**config.mk**
```make
export PLATFORM = sky130hd
export DESIGN_NAME = sha256_block_server
export DESIGN_NICKNAME = d
export VERILOG_FILES = /design/src/rtl/sha256_block_server.sv
export SDC_FILE = /design/constraint.sdc
export NUM_CORES = 1
export LEC_CHECK = 0
export ABC_AREA = 1
export CAP_MARGIN = 10
export CORE_ASPECT_RATIO = 0.9
export CORE_MARGIN = 8
export CORE_UTILIZATION = 40
export CTS_CLUSTER_DIAMETER = 150
export DETAILED_ROUTE_END_ITERATION = 16
export PLACE_DENSITY = 0.68
export SLEW_MARGIN = 20
export SYNTH_ARGS = -nofsm -noshare
export SYNTH_HDL_FRONTEND = slang
export SYNTH_SLANG_ARGS = --single-unit
```
**constraint.sdc**
```tcl
create_clock -name clk -period 3.2 [get_ports clk]
set_input_delay 0.48 -clock clk [delete_from_list [all_inputs] [get_ports clk]]
set_output_delay 0.48 -clock clk [all_outputs]
set_load 0.005 [all_outputs]
```
**src/rtl/sha256_block_server.sv**
```systemverilog
// Message-block buffer for a SHA-256 core: host loads 64 bytes, the core fetches
// 16 big-endian words through an rq/rdy handshake, word 3 optionally replaced by a nonce.
module sha256_block_server #(
    parameter int unsigned LATENCY = 1
) (
    input  logic        clk,
    input  logic        rst,
    input  logic        wr_en,
    input  logic [7:0]  wr_byte,
    input  logic        clr,
    output logic        full,
    input  logic        nonce_en,
    input  logic        nonce_ld,
    input  logic [31:0] nonce_in,
    input  logic        nonce_inc,
    output logic [31:0] nonce,
    input  logic        rq,
    input  logic [3:0]  addr,
    output logic [31:0] data,
    output logic        rdy,
    output logic        block_done
);

    localparam logic [2:0] LAT3 = 3'(LATENCY);

    typedef enum logic [1:0] {
        IDLE = 2'd0,
        WAIT = 2'd1,
        ACK  = 2'd2,
        REL  = 2'd3
    } state_t;

    // Host byte loader
    logic [5:0]  ptr_q, ptr_d;
    logic        full_q, full_d;
    logic        wr_fire;
    logic [31:0] nonce_q, nonce_d;

    assign wr_fire = wr_en && !full_q && !clr;

    always_comb begin
        ptr_d  = ptr_q;
        full_d = full_q;
        if (clr) begin
            ptr_d  = 6'd0;
            full_d = 1'b0;
        end else if (wr_fire) begin
            ptr_d = ptr_q + 6'd1;
            if (ptr_q == 6'd63) begin
                full_d = 1'b1;
            end
        end
    end

    always_comb begin
        nonce_d = nonce_q;
        if (nonce_ld) begin
            nonce_d = nonce_in;
        end else if (nonce_inc) begin
            nonce_d = nonce_q + 32'd1;
        end
    end

    // Responder registers
    state_t      state_q, state_d;
    logic [2:0]  cnt_q, cnt_d;
    logic [3:0]  addr_q, addr_d;
    logic [31:0] data_q, data_d;
    logic        rdy_q, rdy_d;
    logic        done_q, done_d;

    // One byte-lane RAM per generate branch; byte offset 0 lands in the top lane.
    logic [3:0][7:0] rd_lanes;
    logic [31:0]     rd_word;

    genvar gi;
    generate
        for (gi = 0; gi < 4; gi++) begin : g_lane
            logic [7:0] lane_mem [16];
            always_ff @(posedge clk) begin
                if (wr_fire && (ptr_q[1:0] == 2'(3 - gi))) begin
                    lane_mem[ptr_q[5:2]] <= wr_byte;
                end
            end
            assign rd_lanes[gi] = lane_mem[addr_q];
        end
    endgenerate

    assign rd_word = rd_lanes;

    always_comb begin
        state_d = state_q;
        cnt_d   = cnt_q;
        addr_d  = addr_q;
        data_d  = data_q;
        rdy_d   = 1'b0;
        done_d  = 1'b0;
        case (state_q)
            IDLE: begin
                if (rq && full_q) begin
                    addr_d  = addr;
                    cnt_d   = LAT3;
                    state_d = WAIT;
                end
            end
            WAIT: begin
                if (cnt_q == 3'd0) begin
                    data_d  = (addr_q == 4'd3 && nonce_en) ? nonce_q : rd_word;
                    rdy_d   = 1'b1;
                    done_d  = (addr_q == 4'd15);
                    state_d = ACK;
                end else begin
                    cnt_d = cnt_q - 3'd1;
                end
            end
            ACK: begin
                state_d = REL;
            end
            REL: begin
                // Never re-acknowledge a request that has not dropped first
                if (!rq) begin
                    state_d = IDLE;
                end
            end
            default: begin
                state_d = IDLE;
            end
        endcase
    end

    always_ff @(posedge clk or posedge rst) begin
        if (rst) begin
            ptr_q   <= 6'd0;
            full_q  <= 1'b0;
            nonce_q <= 32'd0;
            state_q <= IDLE;
            cnt_q   <= 3'd0;
            addr_q  <= 4'd0;
            data_q  <= 32'd0;
            rdy_q   <= 1'b0;
            done_q  <= 1'b0;
        end else begin
            ptr_q   <= ptr_d;
            full_q  <= full_d;
            nonce_q <= nonce_d;
            state_q <= state_d;
            cnt_q   <= cnt_d;
            addr_q  <= addr_d;
            data_q  <= data_d;
            rdy_q   <= rdy_d;
            done_q  <= done_d;
        end
    end

    assign full       = full_q;
    assign nonce      = nonce_q;
    assign data       = data_q;
    assign rdy        = rdy_q;
    assign block_done = done_q;

endmodule

```
# After elaboration in Yosys (flattened, before gate mapping)
# Memories as Yosys holds them, arrays and structs flattened.
# Index checks and enable logic that the tools add are counted.
dict set report classes {
  mux 27
  div 0
  multipliers 0
  magnitude_cmp 0
  n_eq_ne 13
  n_reduce_logical 22
  add_sub_neg 3
  bitwise_logic 0
  shift 0
}
# operator n
set op_table {}
lappend op_table {{$mux 32} 3}
lappend op_table {{$add 32x1->32 const B} 1}
lappend op_table {{$mux 1} 15}
lappend op_table {{$mux 6} 2}
lappend op_table {{$eq 2x2->1 const B} 4}
lappend op_table {{$logic_and 1x1->1} 8}
lappend op_table {{$ne 2x2->1 const B} 4}
lappend op_table {{$pmux 2 s4} 1}
lappend op_table {{$reduce_bool 2->1} 4}
lappend op_table {{$add 6x1->6 const B} 1}
lappend op_table {{$eq 6x6->1 const B} 1}
lappend op_table {{$mux 2} 3}
lappend op_table {{$mux 3} 2}
lappend op_table {{$pmux 3 s2} 1}
lappend op_table {{$reduce_and 2->1} 3}
lappend op_table {{$reduce_and 3->1} 2}
lappend op_table {{$eq 2x1->1 const B} 2}
lappend op_table {{$eq 4x2->1 const B} 1}
lappend op_table {{$eq 4x4->1 const B} 1}
lappend op_table {{$logic_not 2->1} 2}
lappend op_table {{$logic_not 3->1} 1}
lappend op_table {{$sub 3x1->3 const B} 1}
lappend op_table {{$logic_not 1->1} 2}
dict set report totals {
  latch_bits 0
  rom_bits 0
  memories 4
  mem_bits_rw 512
  out_inout_bits 67
  reg_bits 82
}
# memory depth word_bits rd rd_clocked_by_memory_dff write_ports line_no
set mem_list {}
lappend mem_list {{g_lane[0].lane_mem} 16 8 1 0 1 79} ;# logic [7:0] lane_mem [16];
lappend mem_list {{g_lane[1].lane_mem} 16 8 1 0 1 79}
lappend mem_list {{g_lane[2].lane_mem} 16 8 1 0 1 79}
lappend mem_list {{g_lane[3].lane_mem} 16 8 1 0 1 79}

# Longest topological paths before layout
# Gate-level depths: netlist of run 1.
dict set report logic_depth {
  ltp_word 6
  depth_mapped 12
  depth_no_buf 10
}

# Least setup slack after synthesis of run 1
# OpenSTA, ideal clock, no wires.
dict set report synth_path {
  path_type {in2reg}
  from {in wr_en}
  to {mem g_lane[1].lane_mem[12][0], enable pin}
  path_slack_ns 1.330
  stages 5
  setup_ns 0.370
  arrival_ns 1.500
  path_cell_list {nand2_1 nor2_2 nand2_1 clkbuf_1 nor2_1}
}
dict set report synth_between {
  elab_chain_cells 5
}
# item line_no
set synth_lines {}
lappend synth_lines {{start, declared} 8} ;# input logic wr_en,
lappend synth_lines {{$logic_and 1x1->1 (2 in series)} 39} ;# assign wr_fire = wr_en && !full_q && !clr;
lappend synth_lines {{$logic_and 1x1->1} 81} ;# if (wr_fire && (ptr_q[1:0] == 2'(3 - gi))) begin
lappend synth_lines {{$mux 1} 81}
lappend synth_lines {{$mux 1 (implied by the code)} 82} ;# lane_mem[ptr_q[5:2]] <= wr_byte;
lappend synth_lines {{end, declared} 79}
# No other way between the ends.

# Worst setup path in the final report of run 1
dict set report layout_path {
  from {reg addr_q[0]}
  to {reg data_q[6] (netlist: data[6])}
}
dict set report layout_between {
  elab_chain_cells 3
  word_cells_on_any_way 4
}
# item line_no
set layout_lines {}
lappend layout_lines {{start, declared} 67} ;# logic [3:0] addr_q, addr_d;
lappend layout_lines {{start signal, assigned} 148} ;# addr_q <= addr_d;
lappend layout_lines {{branches (longest 2 deep; another with $mem_v2 16x8)} n/a}
lappend layout_lines {{$mux 32 *} 108} ;# data_d = (addr_q == 4'd3 && nonce_en) ? nonce_q : rd_word;
lappend layout_lines {{end signal, assigned} 149} ;# data_q <= data_d;
lappend layout_lines {{end, declared} 68} ;# logic [31:0] data_q, data_d;
# Mark *: on every way between the ends.
# A chain may end at the register's enable or synchronous reset.

==> key figures, run 1 <==
Place
  – Placed cell area: 29160 um2
  – GP Congestion: 0.9001
  – Post-DP HPWL: 47.61 mm
  – # port buffers: 118
  – Setup WS pre-CTS: 0.7626 ns

STA
  – Final setup margin: 0.7948 ns
  – Least-Margin Pin Slew: 0.7501 ns
  – Relative slew slack: 49.99%
  – Tcrit/Tclk final: 75.16%
  – Worst Skew: 0.01959 ns
  – Tmin final: 2.405 ns
  – Setup violations, final: 0
  – Slew Viols, Final: 0
  – Fmax: 0.4158 GHz
  – Hold Vio Cnt, Final: 0
  – Setup TNS: 0 ns
  – RSZ-0062 raised after global routing: no

GRT
  – Initial antenna violation count: 0
  – Vias in the first global route: 18760
  – First-pass GRT wire length: 112.2 mm
  – Largest net degree at the start of global routing: 127
  – GRT Overall Usage: 19.37%
  – Grt ovf: 0

Min path
  – Hold/Removal Path Class: in2reg

Pwr
  – NetSw: 4.282 mW
  – Seq pwr share: 52.0%
  – Combinational power share: roughly an eighth
  – LEAKAGE: 13.13 nW
  – Sw Ratio: 24.71%
  – Clk pwr share: 36.3%
  – Peak VDD IR: 460.9 uV
  – Internal Pwr Total: 13.05 mW
  – PD cells: 561.6 nW/um2

Route
  – Iter 0 DRT Violations: 2019
  – Vias: roughly 19000
  – Post-detailed-routing wire length: 73.38 mm
  – Drt wl/cell: 19.32 um
  – Drt pass-1 iters: 6
  – Detail Route Antenna Nets: 0
  – Drt drc: 0
  – Vias/cell: 5.031

Yosys
  – Synth unique cells: 38
  – Syn Nets: ~2800
  – Post-synth top area share: 57.79%
  – Synth top area cells: edfxtp_1 58%, nand2_1 14%, dfrtp_1 7.7%
  – Synth Area per Inst: 9.716 um2
  – Post-synth top area cell: edfxtp_1
  – Synthesized cell area: about 27000 um2
  – Synthesized instance count: around 2700
  – Sequential area share after synthesis: 65.51%
  – FF+latch count, synth: between 500 and 600
  – Synth warnings: 0

Clock tree
  – Clock sinks: 594
  – Max Buffers Root-to-Sink: 3
  – H-tree depth: 2
  – Hold-fix buffers, CTS: 0
  – CTS tree: yes
  – Post-CTS setup buffer count: 0
  – Num CTS Buffers: 55
  – Post_cts resized: 0
  – Clock Latency Late Sink: 0.62 ns
  – Clk root buf: clkbuf_16
  – Reg clk slew, reported paths: 0.06 ns

Setup path
  – Crit path max fanout: 89
  – Startpoint Class: flip-flop
  – Crit path cell chain: inv_8 > buf_12 > nand2_1 > nand3_1 > nand2_1 > nand2_1 > nand4_1 > nand2_1 > nand2_1
  – Delay of the slowest critical-path stage: 0.70 ns
  – Critical path's top delay family: buffers and inverters
  – Critical path arrival: between 2 and 3 ns
  – Most frequent CP cell: nand2_1
  – Critical path endpoint category: flip-flop
  – Required time of the critical path: 3.70 ns
  – WP buf/inv: 2
  – Crit-path slowest cell: dfrtp_4
  – CP Class: reg2reg

Finish
  – Ant. Diodes: 0
  – Post-layout util: a little under half
  – Share of cells above drive strength 1: around 7.7%
  – Final instance area: 30850 um2
  – Area grow syn2layout: 15.98%
  – Fillers: between 6000 and 7000
  – Final Net Count: 2953

Floorplanning
  – Die area: ~75000 um2
  – Rows: 89
  – Die Height: 260.7 um
  – Die width: roughly 290 um
  – IO Pins: 119
  – Effective utilization at floorplan: 40.49%
  – Core Area: about 66000 um2

Status
  – Status: complete, no violations

Job
  – Max-cap violations: 0
==> layer usage <==
layer  up-vias  wire (um)  global-route usage, %  part of all wire, %
li1       9117          -                      -                    -
met1      9042      31110                  26.56                   42
met2       785      34010                  31.14                   46
met3       163       5378                  2.695                  7.3
met4         0       2876                  7.537                  3.9
met5         -          0                      0                    0
==> cell families (layout without fill, tap and decap cells) <==
logic type                 after synthesis  count (layout)  synth area share, %
AOI/OAI and AO/OA                       94              94                2.065
DFF                                    594             594                65.51
adders and majority gates               12              12               0.5644
buffers and inverters                  530             726                8.132
and+or+nand+nor                       1498            1498                23.40
xor gates and xnor gates                10              10               0.3292
==> final cells by class <==
cell class	count	area, um2	share of cell area (%)
Sequential cell	594	17430	56.51
Multi-Input combinational cell	1614	7018	22.75
Timing Repair Buffer	221	2102	6.813
Inverter	403	1524	4.939
Clock buffer	76	1518	4.919
Tap cell	864	1081	3.504
Clock inverter	26	176.4	0.5718
==> power by group through the flow <==
stage / sequential, mW / clock, mW / combinational, mW
final: 9.01 / 6.29 / 2.02
after global routing: 9.04 / 6.64 / 2.23
after CTS: 9.01 / 6.39 / 2.05
after detailed placement: 9.16 / 0 / 2.04
after global placement: 9.17 / 0 / 2.02
after floorplan: 9.08 / 0 / 0.899
==> synth_stat cells (all sizes together) <==
| master | count |
|---|---|
| o311ai | 1 |
| a21oi | 12 |
| buf | 97 |
| nand3b | 6 |
| o211ai | 4 |
| clkbuf | 30 |
| edfxtp | 512 |
| nand3 | 317 |
| o21bai | 1 |
| nor2 | 134 |
| xnor2 | 6 |
| o221ai | 2 |
| clkinv | 1 |
| a22oi | 19 |
| o21ai | 53 |
| nor3 | 2 |
| a21o | 1 |
| nand4 | 34 |
| o22ai | 1 |
| nand2 | 1005 |
| dfrtp | 82 |
| xor2 | 4 |
| inv | 402 |
| ha | 12 |
==> final timing paths <==
kind / startpoint / endpoint / slack (ns) / cells past startpoint
max: addr_q[0] / data[6] / 0.79 / 9
min reg2reg: data[16] / data[16] / 0.49 / 2
max reg2reg: addr_q[0] / data[6] / 0.79 / 9
min: wr_byte[3] / g_lane[2].lane_mem[5][3] / 0.13 / 1
min in group asynchronous: rst / data[17] / 0.16 / 2
max in group asynchronous: rst / nonce[4] / 2.32 / 3
==> cells in the final DEF (no fill, tap or decap), types with 5 or more instances in the layout <==
| cell type | Yosys | routed |
|---|---|---|
| a21oi_1 | 12 | 12 |
| a22oi_1 | 19 | 19 |
| buf_12 | 0 | 15 |
| buf_2 | 76 | 8 |
| buf_4 | 18 | 88 |
| clkbuf_1 | 29 | 17 |
| clkbuf_16 | 0 | 57 |
| clkdlybuf4s50_1 | 0 | 110 |
| clkinv_1 | 1 | 8 |
| clkinv_2 | 0 | 15 |
| dfrtp_1 | 82 | 80 |
| edfxtp_1 | 512 | 512 |
| ha_1 | 12 | 12 |
| inv_1 | 392 | 391 |
| inv_2 | 9 | 8 |
| nand2_1 | 999 | 999 |
| nand2_2 | 5 | 5 |
| nand3_1 | 316 | 316 |
| nand3b_1 | 6 | 6 |
| nand4_1 | 34 | 34 |
| nor2_1 | 119 | 117 |
| nor2_2 | 10 | 12 |
| o21ai_0 | 30 | 30 |
| o21ai_1 | 22 | 22 |
| xnor2_1 | 6 | 6 |
==> metrics by stage <==
step	total power [mW]	cells	hold slack (ns)
2_1_floorplan	9.977	2738	0.4530
3_3_place_gp	11.19	3696	0.4677
3_5_place_dp	11.20	3696	0.4705
4_1_cts	17.45	3798	0.1065
5_1_grt	17.91	3798	0.1173
6_report	17.33	3798	0.1349
==> registers in the layout, indices dropped and copies added (netlist names) <==
register / flops
addr_q: 4
block_done: 1
cnt_q: 3
data: 32
full: 1
g_lane.lane_mem: 512
nonce: 32
ptr_q: 6
rdy: 1
state_q: 2
No activity file was read; power rests on OpenSTA's default activity.
==> run 2, diff against run 1 <==
clock period = 2.3 ns   (was 3.2 ns; I/O delays follow)
==> key figures, run 2 (synthesis results as in run 1) <==
Status
  – Status: complete, no violations (unchanged)

Pwr
  – LEAKAGE: 13.37 nW (was 13.13 nW)
  – Peak VDD IR: 661.1 uV (was 460.9 uV)
  – PD cells: 785.3 nW/um2 (was 561.6 nW/um2)

Finish
  – Commonest cells after routing, fill and taps aside: 999 x nand2_1, 512 x edfxtp_1, 391 x inv_1, 316 x nand3_1, 117 x nor2_1 (unchanged)
  – Area grow syn2layout: 17.86% (was 15.98%)
  – Final instance area: 31350 um2 (was 30850 um2)
  – Number of flip-flops in the largest register: 512 (unchanged)
  – Most common cell after layout, fill and taps aside: nand2_1 (unchanged)
  – Ant. Diodes: 0 (unchanged)
  – Share of cells above drive strength 1: 8.735% (was 7.737%)
  – Final Net Count: 2982 (was 2953)

Place
  – Post-DP HPWL: 47.90 mm (was 47.61 mm)
  – Setup WS pre-CTS: 0.1425 ns (was 0.7626 ns)
  – # port buffers: 118 (unchanged)
  – GP Congestion: 0.8965 (was 0.9001)
  – Placed cell area: 29530 um2 (was 29160 um2)

STA
  – Slew Viols, Final: 0 (unchanged)
  – Final setup margin: 0.1775 ns (was 0.7948 ns)
  – Fmax: 0.4711 GHz
  – RSZ-0062 raised after global routing: no (unchanged)
  – Setup TNS: 0 ns (unchanged)
  – Tcrit/Tclk final: 92.28%
  – Setup violations, final: 0 (unchanged)
  – Worst Skew: 0.02262 ns (was 0.01959 ns)
  – Hold Vio Cnt, Final: 0 (unchanged)
  – Relative slew slack: 59.73% (was 49.99%)
  – Tmin final: 2.123 ns
  – Least-Margin Pin Slew: 0.6025 ns (was 0.7501 ns)

Setup path
  – Crit path max fanout: 7 (was 89)
  – Beginning of the critical path: nonce[19] (was addr_q[0])
  – Critical register-to-register path startpoint: ptr_q[3] (was addr_q[0])
  – Delay of the slowest critical-path stage: 0.60 ns (was 0.70 ns)
  – Critical path's top delay family: flip-flops (was buffers and inverters)
  – Crit path cell chain: clkdlybuf4s50_1 (was inv_8 > buf_12 > nand2_1 > nand3_1 > nand2_1 > nand2_1 > nand4_1 > nand2_1 > nand2_1)
  – Required time of the critical path: 1.96 ns (was 3.70 ns)
  – WP buf/inv: 1 (was 2)
  – Critical path arrival: 1.78 ns (was 2.90 ns)
  – Crit-path slowest cell: dfrtp_1 (was dfrtp_4)
  – CP Class: reg2out (was reg2reg)
  – Critical path endpoint category: primary output (was flip-flop)
  – R2r setup slk: 0.35 ns (was 0.79 ns)
  – Startpoint Class: flip-flop (unchanged)

Route
  – Drt wl/cell: 18.80 um (was 19.32 um)
  – Drt pass-1 iters: 8 (was 6)
  – Iter 0 DRT Violations: 2119 (was 2019)
  – Post-detailed-routing wire length: 71.97 mm (was 73.38 mm)
  – Vias/cell: 4.999 (was 5.031)
  – Drt drc: 0 (unchanged)
  – Detail Route Antenna Nets: 0 (unchanged)
  – Vias: 19140 (was 19110)

Clock tree
  – Clock Latency Late Sink: 0.60 ns (was 0.62 ns)
  – CTS tree: yes (unchanged)
  – Reg clk slew, reported paths: 0.07 ns (was 0.06 ns)
  – Clk root buf: clkbuf_16 (unchanged)
  – Num CTS Buffers: 55 (unchanged)
  – H-tree depth: 2 (unchanged)
  – Max Buffers Root-to-Sink: 3 (unchanged)
  – Post_cts resized: 0 (unchanged)
  – Clock sinks: 594 (unchanged)
  – Hold-fix buffers, CTS: 0 (unchanged)
  – Post-CTS setup buffer count: 0 (unchanged)

GRT
  – GR met3 Demand/Resource: 2.765% (was 2.695%)
  – Vias in the first global route: 18530 (was 18760)
  – GR Util met1: 26.01% (was 26.56%)
  – Grt ovf: 0 (unchanged)
  – Largest net degree at the start of global routing: 90 (was 127)
  – GRT busiest layer: met2 (unchanged)
  – Met2 usage: 30.35% (was 31.14%)
  – GRT Overall Usage: 18.89% (was 19.37%)
  – First-pass GRT wire length: 109.4 mm (was 112.2 mm)
  – Initial antenna violation count: 0 (unchanged)

Floorplanning
  – Rows: 89 (unchanged)
  – IO Pins: 119 (unchanged)
  – Die Height: 260.7 um (unchanged)
  – Die area: 75030 um2 (unchanged)
  – Core Area: 65700 um2 (unchanged)
  – Effective utilization at floorplan: 40.49% (unchanged)
  – Die width: 287.8 um (unchanged)

Min path
  – Hold/Removal Path Class: in2async (was in2reg)

Job
  – Max-cap violations: 0 (unchanged)
## run 2: where the power goes
part	total, mW	switching (mW)	internal, mW
registers	12.5	0.360	12.1
clock network	9.27	3.93	5.33
logic	2.87	1.62	1.26
total	24.6	5.91	18.7
## run 2: metal layers
metal	part of all wire [%]	wire length, um	vias up
li1	-	-	9192
met1	43	30910	9073
met2	47	33680	733
met3	6.6	4762	145
met4	3.6	2610	0
met5	0	0	-
## run 2: worst paths after layout
check | end | depth (start not counted)
worst max-delay path | nonce[19] | 1
worst min-delay path | nonce[5] | 2
worst max register to register | g_lane[0].lane_mem[6][7] | 5
worst min register to register | data[23] | 2
max in group asynchronous | addr_q[1] | 3
min in group clk | g_lane[0].lane_mem[12][0] | 1
## run 2: metrics by stage
| stage | utilization, % | cells | power [mW] | hold slack (ns) |
|---|---|---|---|---|
| floorplan | - | 2738 | 13.88 | 0.4439 |
| global placement | 44.95 | 3725 | 15.57 | 0.4646 |
| detailed placement | 44.95 | 3725 | 15.59 | 0.4685 |
| CTS | 47.72 | 3829 | 24.80 | 0.1238 |
| global route | 47.72 | 3829 | 25.51 | 0.1528 |
| finish | 47.72 | 3829 | 24.62 | 0.1365 |
## run 2: cell type report
cell class                      count  area [um2]
Fill cell                        6008       34350
Clock buffer                       75        1491
Multi-Input combinational cell   1614        7018
Timing Repair Buffer              250        2470
Inverter                          403        1526
Tap cell                          864        1081
Sequential cell                   594       17430
Clock inverter                     29       332.8
